--- src/rtl/pkt_capture_pkg.sv ---
// Shared types and constants for the packet capture front end.
package pkt_capture_pkg;

  typedef enum logic [2:0] {
    IDLE,
    CAPTURE,
    DROP,
    ISSUE,
    WAIT
  } state_t;

  localparam int CTRL_VALID_BIT = 31;
  localparam int CTRL_TRUNC_BIT = 16;
  localparam int CTRL_LEN_MSB   = 15;
  localparam int WORD_BYTES     = 4;

  function automatic logic [31:0] make_control(input logic valid,
                                               input logic trunc,
                                               input logic [CTRL_LEN_MSB:0] len);
    logic [31:0] c;
    c                 = '0;
    c[CTRL_VALID_BIT] = valid;
    c[CTRL_TRUNC_BIT] = trunc;
    c[CTRL_LEN_MSB:0] = len;
    return c;
  endfunction

endpackage

--- src/rtl/pkt_ring_alloc.sv ---
// Ring buffer write pointer: wraps to the base at allocation when a
// maximum-size frame would not fit, advances to the frame end on completion.
module pkt_ring_alloc #(
  parameter logic [31:0] BUF_BASE      = 32'h0000_0000,
  parameter logic [31:0] BUF_BYTES     = 32'h0010_0000,
  parameter int          MAX_PKT_BYTES = 2048
) (
  input  logic        clk,
  input  logic        reset,
  input  logic        i_alloc,
  input  logic        i_advance,
  input  logic [31:0] i_next_ptr,
  output logic [31:0] o_alloc_addr
);

  logic [31:0] r_wr_ptr;
  logic [32:0] w_need;
  logic [32:0] w_limit;
  logic        w_wrap;

  // 33-bit compare so a pointer near 2^32 cannot overflow into a false fit
  assign w_need       = {1'b0, r_wr_ptr} + 33'(MAX_PKT_BYTES);
  assign w_limit      = {1'b0, BUF_BASE} + {1'b0, BUF_BYTES};
  assign w_wrap       = w_need > w_limit;
  assign o_alloc_addr = w_wrap ? BUF_BASE : r_wr_ptr;

  always_ff @(posedge clk) begin
    if (!reset) begin
      r_wr_ptr <= BUF_BASE;
    end else if (i_alloc) begin
      r_wr_ptr <= o_alloc_addr;
    end else if (i_advance) begin
      r_wr_ptr <= i_next_ptr;
    end
  end

endmodule

--- src/rtl/pkt_capture_ctrl.sv ---
// Frame capture front end: stream sink -> packet FIFO plus one DDR descriptor
// per frame. Define CAPTURE_STATS_EN to add saturating frame statistics.
module pkt_capture_ctrl
  import pkt_capture_pkg::*;
#(
  parameter logic [31:0] BUF_BASE      = 32'h0000_0000,
  parameter logic [31:0] BUF_BYTES     = 32'h0010_0000,
  parameter int          MAX_PKT_BYTES = 2048
) (
  input  logic        clk,
  input  logic        reset,
  input  logic        capture_en,
  input  logic [31:0] in_data,
  input  logic        in_valid,
  input  logic        in_sop,
  input  logic        in_eop,
  input  logic [1:0]  in_empty,
  output logic        in_ready,
  output logic        fifo_wr,
  output logic [31:0] fifo_in,
  input  logic        fifo_full,
  output logic        wr_ctrl,
  input  logic        wr_ctrl_rdy,
  output logic [31:0] pkt_begin,
  output logic [31:0] pkt_end,
  output logic [31:0] control
`ifdef CAPTURE_STATS_EN
  ,
  output logic [31:0] stat_pkts,
  output logic [31:0] stat_drops,
  output logic [31:0] stat_trunc
`endif
);

  localparam logic [15:0] MAX_WORDS = 16'(MAX_PKT_BYTES / WORD_BYTES);

  state_t      r_state;
  logic [31:0] r_begin;
  logic [15:0] r_words;
  logic [15:0] r_bytes;
  logic        r_trunc;
  logic        r_fifo_wr;
  logic [31:0] r_fifo_in;
  logic        r_wr_ctrl;
  logic [31:0] r_pkt_begin;
  logic [31:0] r_pkt_end;
  logic [31:0] r_control;

  logic        w_ready;
  logic        w_accept;
  logic        w_sop_cap;
  logic        w_drop_start;
  logic        w_release;
  logic [15:0] w_beat_bytes;
  logic [31:0] w_pkt_end;
  logic [31:0] w_alloc_addr;

  always_comb begin
    w_ready = 1'b0;
    case (r_state)
      IDLE, DROP: w_ready = 1'b1;
      CAPTURE:    w_ready = !fifo_full;
      default:    w_ready = 1'b0;
    endcase
  end

  // Held low while reset is asserted so upstream never sees a ready in reset
  assign in_ready     = reset && w_ready;
  assign w_accept     = in_valid && in_ready;
  assign w_sop_cap    = (r_state == IDLE) && w_accept && in_sop && capture_en;
  assign w_drop_start = (r_state == IDLE) && w_accept && in_sop && !capture_en;
  assign w_release    = (r_state == WAIT) && wr_ctrl_rdy;
  assign w_beat_bytes = in_eop ? (16'(WORD_BYTES) - {14'd0, in_empty}) : 16'(WORD_BYTES);
  assign w_pkt_end    = r_begin + {14'd0, r_words, 2'b00};

  pkt_ring_alloc #(
    .BUF_BASE      (BUF_BASE),
    .BUF_BYTES     (BUF_BYTES),
    .MAX_PKT_BYTES (MAX_PKT_BYTES)
  ) u_ring_alloc (
    .clk          (clk),
    .reset        (reset),
    .i_alloc      (w_sop_cap),
    .i_advance    (w_release),
    .i_next_ptr   (r_pkt_end),
    .o_alloc_addr (w_alloc_addr)
  );

  always_ff @(posedge clk) begin
    if (!reset) begin
      r_state     <= IDLE;
      r_begin     <= BUF_BASE;
      r_words     <= '0;
      r_bytes     <= '0;
      r_trunc     <= 1'b0;
      r_fifo_wr   <= 1'b0;
      r_fifo_in   <= '0;
      r_wr_ctrl   <= 1'b0;
      r_pkt_begin <= BUF_BASE;
      r_pkt_end   <= BUF_BASE;
      r_control   <= '0;
    end else begin
      r_fifo_wr <= 1'b0;
      r_wr_ctrl <= 1'b0;
      case (r_state)
        IDLE: begin
          if (w_sop_cap) begin
            r_begin   <= w_alloc_addr;
            r_words   <= 16'd1;
            r_bytes   <= w_beat_bytes;
            r_trunc   <= 1'b0;
            r_fifo_wr <= 1'b1;
            r_fifo_in <= in_data;
            r_state   <= in_eop ? ISSUE : CAPTURE;
          end else if (w_drop_start) begin
            // A single-beat dropped frame is already over
            r_state <= in_eop ? IDLE : DROP;
          end
        end
        CAPTURE: begin
          if (w_accept) begin
            if (r_words < MAX_WORDS) begin
              r_fifo_wr <= 1'b1;
              r_fifo_in <= in_data;
              r_words   <= r_words + 16'd1;
              r_bytes   <= r_bytes + w_beat_bytes;
            end else begin
              r_trunc <= 1'b1;
            end
            if (in_eop) begin
              r_state <= ISSUE;
            end
          end
        end
        DROP: begin
          if (w_accept && in_eop) begin
            r_state <= IDLE;
          end
        end
        ISSUE: begin
          r_pkt_begin <= r_begin;
          r_pkt_end   <= w_pkt_end;
          r_control   <= make_control(1'b1, r_trunc, r_bytes);
          r_wr_ctrl   <= 1'b1;
          r_state     <= WAIT;
        end
        WAIT: begin
          if (wr_ctrl_rdy) begin
            r_control[CTRL_VALID_BIT] <= 1'b0;
            r_state                   <= IDLE;
          end
        end
        default: r_state <= IDLE;
      endcase
    end
  end

  assign fifo_wr   = r_fifo_wr;
  assign fifo_in   = r_fifo_in;
  assign wr_ctrl   = r_wr_ctrl;
  assign pkt_begin = r_pkt_begin;
  assign pkt_end   = r_pkt_end;
  assign control   = r_control;

`ifdef CAPTURE_STATS_EN
  logic [31:0] r_stat_pkts;
  logic [31:0] r_stat_drops;
  logic [31:0] r_stat_trunc;

  always_ff @(posedge clk) begin
    if (!reset) begin
      r_stat_pkts  <= '0;
      r_stat_drops <= '0;
      r_stat_trunc <= '0;
    end else begin
      if ((r_state == ISSUE) && (r_stat_pkts != '1)) begin
        r_stat_pkts <= r_stat_pkts + 32'd1;
      end
      if ((r_state == ISSUE) && r_trunc && (r_stat_trunc != '1)) begin
        r_stat_trunc <= r_stat_trunc + 32'd1;
      end
      if (w_drop_start && (r_stat_drops != '1)) begin
        r_stat_drops <= r_stat_drops + 32'd1;
      end
    end
  end

  assign stat_pkts  = r_stat_pkts;
  assign stat_drops = r_stat_drops;
  assign stat_trunc = r_stat_trunc;
`endif

endmodule

--- config.mk ---
export PLATFORM = sky130hd
export DESIGN_NAME = pkt_capture_ctrl
export DESIGN_NICKNAME = d
export VERILOG_FILES = /design/src/rtl/pkt_capture_pkg.sv /design/src/rtl/pkt_ring_alloc.sv /design/src/rtl/pkt_capture_ctrl.sv
export SDC_FILE = /design/constraint.sdc
export NUM_CORES = 1
export LEC_CHECK = 0
export CAP_MARGIN = 20
export CORE_UTILIZATION = 54
export CTS_BUF_LIST = sky130_fd_sc_hd__clkbuf_2
export CTS_CLUSTER_DIAMETER = 120
export DETAILED_ROUTE_END_ITERATION = 10
export HOLD_SLACK_MARGIN = 0.08
export MAX_ROUTING_LAYER = met4
export PLACE_DENSITY = 0.9
export SYNTH_ARGS = -nofsm -noshare
export SYNTH_HDL_FRONTEND = slang
export SYNTH_SLANG_ARGS = --single-unit
--- constraint.sdc ---
create_clock -name clk -period 3.1 [get_ports clk]
set_clock_uncertainty 0.05 [all_clocks]
set_input_delay 0.465 -clock clk [delete_from_list [all_inputs] [get_ports clk]]
set_output_delay 0.465 -clock clk [all_outputs]
set_load 0.02 [all_outputs]
==> summary.txt, run 1 <==
Global placement routability congestion = 0.9407
Final Hold Viols = 0
Vias in the first global route = 8218
CTS tree = built
R2R setup slack = 0.37 ns
Final Setup Violations = 0
RSZ-0062 raised after global routing = false
Setup TNS Final = 0 ns
Die area = 0.01785 mm^2
Mapped Area = 0.009350 mm^2
Post-synth cell types = 70
Post-layout min period = 2.814 ns
Reg-to-reg endpoint = r_begin[3]
I/O pin count = 173
Initial Util = 55.79%
Top Layer Used = met4
CP Data Required Time = 2.58 ns
Clk slew on worst S/H paths = 0.11 ns
Global-route wire length before repair = 38580 um
Top-area cell type share of the netlist area = 45.82%
Max-cap violations = 0
Num rows = 47
Critical Path AT = 2.30 ns
WL met1 = 9956 um
DRC violations left = 0
WS Path Type = reg2out
Post-DR vias/cell = 5.615
DRT Pass-1 Iters = 5
Async SR Flop Fraction = 0%
Max Buffers Root-to-Sink = 3
Number of antenna violations at the first check in global routing = 1
DP Wirelength = 16620 um
CTS buffer count = 54
Worst-Margin Slew = 0.9890 ns
Status = finished, final reports clean
Setup WS pre-CTS = 0.1351 ns
Syn Inst Count = 1141
Final ANT Viol Nets = 0
Startpoint Class = flip-flop
Port bufs = 158
Total track usage = 27.13%
Seq cells post-synth = 214
Final period util = 90.78%
H-tree Lvls = 2
CTS root buf = clkbuf_2
Final Slew Violations = 0
EDFF count, synth = 0
Peak VDD IR = 0.3097 mV
Clk sinks = 214
Hold crit path type = in2reg
Fmax = 355.4 MHz
Hold Path End = fifo_in[24]
Total gr overflow = 0
Top-count cell post-synth = nand2_1
Hold-fix buffers at CTS = 0
Die extent in y = 133.6 um
Final nets = 1370
Met2 wire length = 11620 um
Die W = 133.6 um
Top_reg_cell synth = dfxtp_1
Area Overhead vs Synth = 22.99%
Pwr dens = 426.1 mW/mm^2
Reg2Reg Depth = 9
Synth area leaders = dfxtp_1 (46%), nand2_1 (11%), a21oi_1 (7.4%)
Synth top cells by count = nand2_1 (277), dfxtp_1 (214), a21oi_1 (139)
Largest net degree at the start of global routing = 69
Synth area leader = dfxtp_1
CP Max Fanout = 9
Share of the yosys chip area belonging to registers = 45.82%
WL/cell = 15.32 um
Final wirelength = 23970 um
Detailed Route Iter0 Violations = 502
CTS-repair resized insts = 0
Post-route total power = 4.900 mW
Worst-Skew Late Latency = 0.82 ns
Synthesized area per cell = 8.195 um^2
Fin worst setup slack = 0.2860 ns
Pleak = 4.123 nW
Hold path depth = 3
Share of cells above drive strength 1 = 10.64%
Critical Path End Type = output port
Synth Warn # = 0
Total number of vias = 8787
Reg-to-Reg Start = u_ring_alloc.r_wr_ptr[12]
DR WL met3 = 1831 um
Relative slew slack = 34.06%
Core Area = 0.01676 mm^2
Setup Fix Bufs, Post-CTS = 0
Hold path startpoint = in_data[24]
[cells in the final DEF, fill, tap and decap left out, drive strengths merged, types with 21 or more instances in the layout]
master           n
nand2          277
dfxtp          214
clkdlybuf4s50  158
a21oi          140
o21ai           77
clkbuf          74
nor2            67
and3            28
nand3           26
xnor2           22
xor2            22
ha              22
a22oi           21
clkinv          21
[report_power, final]
group / leakage (nW) / internal, mW / total [mW] / switching, mW
clock: 0.366 / 0.735 / 1.87 / 1.14
sequential: 1.72 / 2.76 / 2.78 / 0.0117
combinational: 2.03 / 0.102 / 0.254 / 0.152
total: 4.12 / 3.60 / 4.90 / 1.30
[critical path: stages, from the launching register on]
cell             delay (ns)
dfxtp_1                0.44
nor2b_2                0.27
and2_1                 0.18
clkdlybuf4s50_1        0.64
[stage by stage]
| step | area [um^2] | std cells | hold slack [ns] | utilization (%) |
|---|---|---|---|---|
| detailed placement | 11010 | 1468 | 0.3933 | 65.71 |
| CTS | 11500 | 1564 | 0.09220 | 68.60 |
| floorplan | 9399 | 1154 | 0.3749 | - |
| finish | 11500 | 1565 | 0.1683 | 68.62 |
| global placement | 11010 | 1468 | 0.3841 | 65.71 |
| global route | 11500 | 1565 | 0.1171 | 68.62 |
[layout make-up]
cell class / count / area [um^2]
flip-flops and latches: 214 / 4284
inverters: 17 / 65.06
fillers: 1313 / 5260
clock buffers: 74 / 370.4
multi-input cells: 843 / 4674
diodes: 1 / 2.502
repair buffers: 174 / 1714
clock inverters: 22 / 113.9
well taps: 220 / 275.3
[routing by layer]
layer	global-route usage (%)	up-vias
met3	5.479	53
met5	-	-
met1	33.07	4099
li1	-	4264
met4	10.92	0
met2	43.87	371
[worst max path at each step]
stage / cells past startpoint / start / slack [ns] / to
floorplan: 9 / in_empty[0] / 0.79 / r_bytes[14]
global placement: 10 / in_empty[0] / 0.22 / r_bytes[14]
detailed placement: 10 / in_eop / 0.14 / r_bytes[14]
CTS: 3 / r_state[2] / 0.22 / in_ready
global route: 3 / r_state[1] / 0.11 / in_ready
finish: 3 / r_state[2] / 0.29 / in_ready
[state kept, by name, indices dropped and copies added (netlist names)]
name and cells:
r_words 16, u_ring_alloc.r_wr_ptr 32, control 18, pkt_end 30, fifo_wr 1, r_state 3, r_trunc 1, r_begin 32
wr_ctrl 1, pkt_begin 32, fifo_in 32, r_bytes 16
[cells by family after synthesis]
kind of cell | synth area share [%]
and+or+nand+nor | 22.63
AOI/OAI and AO/OA | 18.84
DFF | 45.82
buffers and inverters | 4.951
xor gates and xnor gates | 4.121
adders and majority gates | 3.372
muxes | 0.2275
other | 0.04011
(Power assumes the default switching activity.)
==> run 2, diff against run 1 <==
--- a/config.mk
+++ b/config.mk
@@ -13,6 +13,7 @@
 export HOLD_SLACK_MARGIN = 0.08
 export MAX_ROUTING_LAYER = met4
 export PLACE_DENSITY = 0.9
+export SLEW_MARGIN = 20
 export SYNTH_ARGS = -nofsm -noshare
 export SYNTH_HDL_FRONTEND = slang
 export SYNTH_SLANG_ARGS = --single-unit
==> results of run 2 <==
The final DEF is identical to that of run 1; final timing and power are the same.
==> run 3, diff against run 2 <==
--- a/config.mk
+++ b/config.mk
@@ -6,14 +6,15 @@
 export NUM_CORES = 1
 export LEC_CHECK = 0
 export CAP_MARGIN = 20
-export CORE_UTILIZATION = 54
+export CORE_UTILIZATION = 55
 export CTS_BUF_LIST = sky130_fd_sc_hd__clkbuf_2
 export CTS_CLUSTER_DIAMETER = 120
 export DETAILED_ROUTE_END_ITERATION = 10
 export HOLD_SLACK_MARGIN = 0.08
 export MAX_ROUTING_LAYER = met4
-export PLACE_DENSITY = 0.9
+export PLACE_DENSITY = 0.84
 export SLEW_MARGIN = 20
 export SYNTH_ARGS = -nofsm -noshare
 export SYNTH_HDL_FRONTEND = slang
 export SYNTH_SLANG_ARGS = --single-unit
+export TNS_END_PERCENT = 20
==> constraint.sdc (replaced) <==
create_clock -name clk -period 3.4 [get_ports clk]
set_clock_uncertainty 0.05 [all_clocks]
set_input_delay 0.51 -clock clk [delete_from_list [all_inputs] [get_ports clk]]
set_output_delay 0.51 -clock clk [all_outputs]
set_load 0.02 [all_outputs]
==> summary.txt, run 3 (synthesized netlist as in run 1, its figures left out) <==
RSZ-0062 raised after global routing = false
DP Wirelength = 16410 um
Post-layout min period = 2.989 ns
Number of antenna violations at the first check in global routing = 0
Clk slew on worst S/H paths = 0.12 ns
Status = finished, final reports clean
Worst-Skew Late Latency = 0.80 ns
Setup Fix Bufs, Post-CTS = 0
Final Hold Viols = 0
Crit-path cells = ha_1, nand3_1, o21ai_0, nor4b_2, nand3_1, a32oi_2, nand4_4, o21ai_0
Global placement routability congestion = 0.9417
CTS root buf = clkbuf_2
Critical Path AT = 3.64 ns
Final nets = 1367
Startpoint Class = flip-flop
Port bufs = 158
Critical Path End Type = flip-flop
Detailed Route Iter0 Violations = 649
Total gr overflow = 0
WL/cell = 15.33 um
Final Setup Violations = 0
Worst-Margin Slew = 1.055 ns
Initial Util = 56.38%
Die extent in y = 132.4 um
Share of cells above drive strength 1 = 10.60%
Util after Layout = 69.25%
DRT Pass-1 Iters = 5
Area Overhead vs Synth = 22.83%
Total track usage = 28.17%
Clk sinks = 214
Total number of vias = 8573
Final wirelength = 23890 um
Flip-flop and latch area = 0.004284 mm^2
Setup TNS Final = 0 ns
Global-route wire length before repair = 39560 um
WS Path Type = reg2reg
Most frequent cells in the layout = nand2_1 (277), dfxtp_1 (214), clkdlybuf4s50_1 (158)
I/O pin count = 173
Area occupied by multi-input gates = 0.004674 mm^2
Core Area = 0.01658 mm^2
Relative slew slack = 29.69%
DRC violations left = 0
Final ANT Viol Nets = 0
CTS buffer count = 53
Ant. Diodes = 0
Fillers = 1370
Die area = 0.01753 mm^2
Largest net degree at the start of global routing = 68
CP peak stage delay = 0.67 ns
Pwr dens = 394.4 mW/mm^2
Fmax = 334.6 MHz
Peak VDD IR = 0.2974 mV
Hold crit path type = in2reg
Num rows = 47
Vias in the first global route = 8254
CTS-repair resized insts = 0
Final Slew Violations = 0
Max Buffers Root-to-Sink = 3
CP Data Required Time = 4.05 ns
Max-cap violations = 0
CP Max Fanout = 42
CTS tree = built
Die W = 132.4 um
Most common cell after layout, fill and taps aside = nand2_1
Pleak = 4.121 nW
Final period util = 87.91%
Slowest library cell on the worst path = nand4_4
Post-DR vias/cell = 5.499
Hold-fix buffers at CTS = 0
H-tree Lvls = 2
run 3: cell count changes in the layout (fill, tap and decap cells not counted), sizes merged:
cell | previous run | this run
clkinv | 21 | 14
clkbuf | 74 | 77
buf | 16 | 14
bufinv | 1 | 2
diode | 1 | 0
run 3: area by class of cell:
cell class / count / share of cell area, %
timing repair buffer: 172 / 14.69
multi-input combinational: 843 / 40.70
clock buffer: 77 / 3.355
inverter: 17 / 0.5665
tap: 220 / 2.397
clock inverter: 16 / 0.9914
sequential: 214 / 37.30
run 3: where the power goes:
part | leakage (nW) | internal, mW | switching (mW)
logic | 2.02 | 0.0923 | 0.140
clock network | 0.375 | 0.754 | 1.01
registers | 1.72 | 2.52 | 0.0113
total | 4.12 | 3.37 | 1.16
run 3: worst max-delay path, delay by kind of cell (launching register included):
family / cells / cell delay, ns
AO/OA/AOI/OAI: 3 / 0.83
adder cells (fa/ha/maj): 1 / 0.24
AND/OR/NAND/NOR: 4 / 1.33
flip-flops: 1 / 0.43
run 3: metrics by stage:
| step | instance area (um^2) | power (mW) | hold slack, ns | std cells | worst slack, ns |
|---|---|---|---|---|---|
| after detailed placement | 10990 | 2.818 | 0.3926 | 1466 | 0.3893 |
| after global routing | 11480 | 4.727 | 0.1162 | 1559 | 0.1211 |
| after floorplan | 9399 | 2.722 | 0.3749 | 1154 | 1.046 |
| after global placement | 10990 | 2.814 | 0.3848 | 1466 | 0.4817 |
| after CTS | 11480 | 4.575 | 0.1038 | 1559 | 0.4706 |
| final | 11480 | 4.530 | 0.1919 | 1559 | 0.4110 |
run 3: worst paths after layout:
path              slack, ns           to  depth (start not counted)                       from
setup reg to reg       0.41   r_begin[0]                          8  u_ring_alloc.r_wr_ptr[11]
hold reg to reg        0.40  fifo_in[31]                          2                fifo_in[31]
hold / removal         0.19  fifo_in[11]                          3                in_data[11]
setup / recovery       0.41   r_begin[0]                          8  u_ring_alloc.r_wr_ptr[11]
run 3: layer usage:
metal | part of all wire [%] | track usage (%) | vias up
met3 | 7.1 | 6.459 | 34
met1 | 45 | 35.60 | 3970
met4 | 1.4 | 8.557 | 0
li1 | - | - | 4250
met2 | 47 | 44.74 | 319
met5 | 0 | - | -
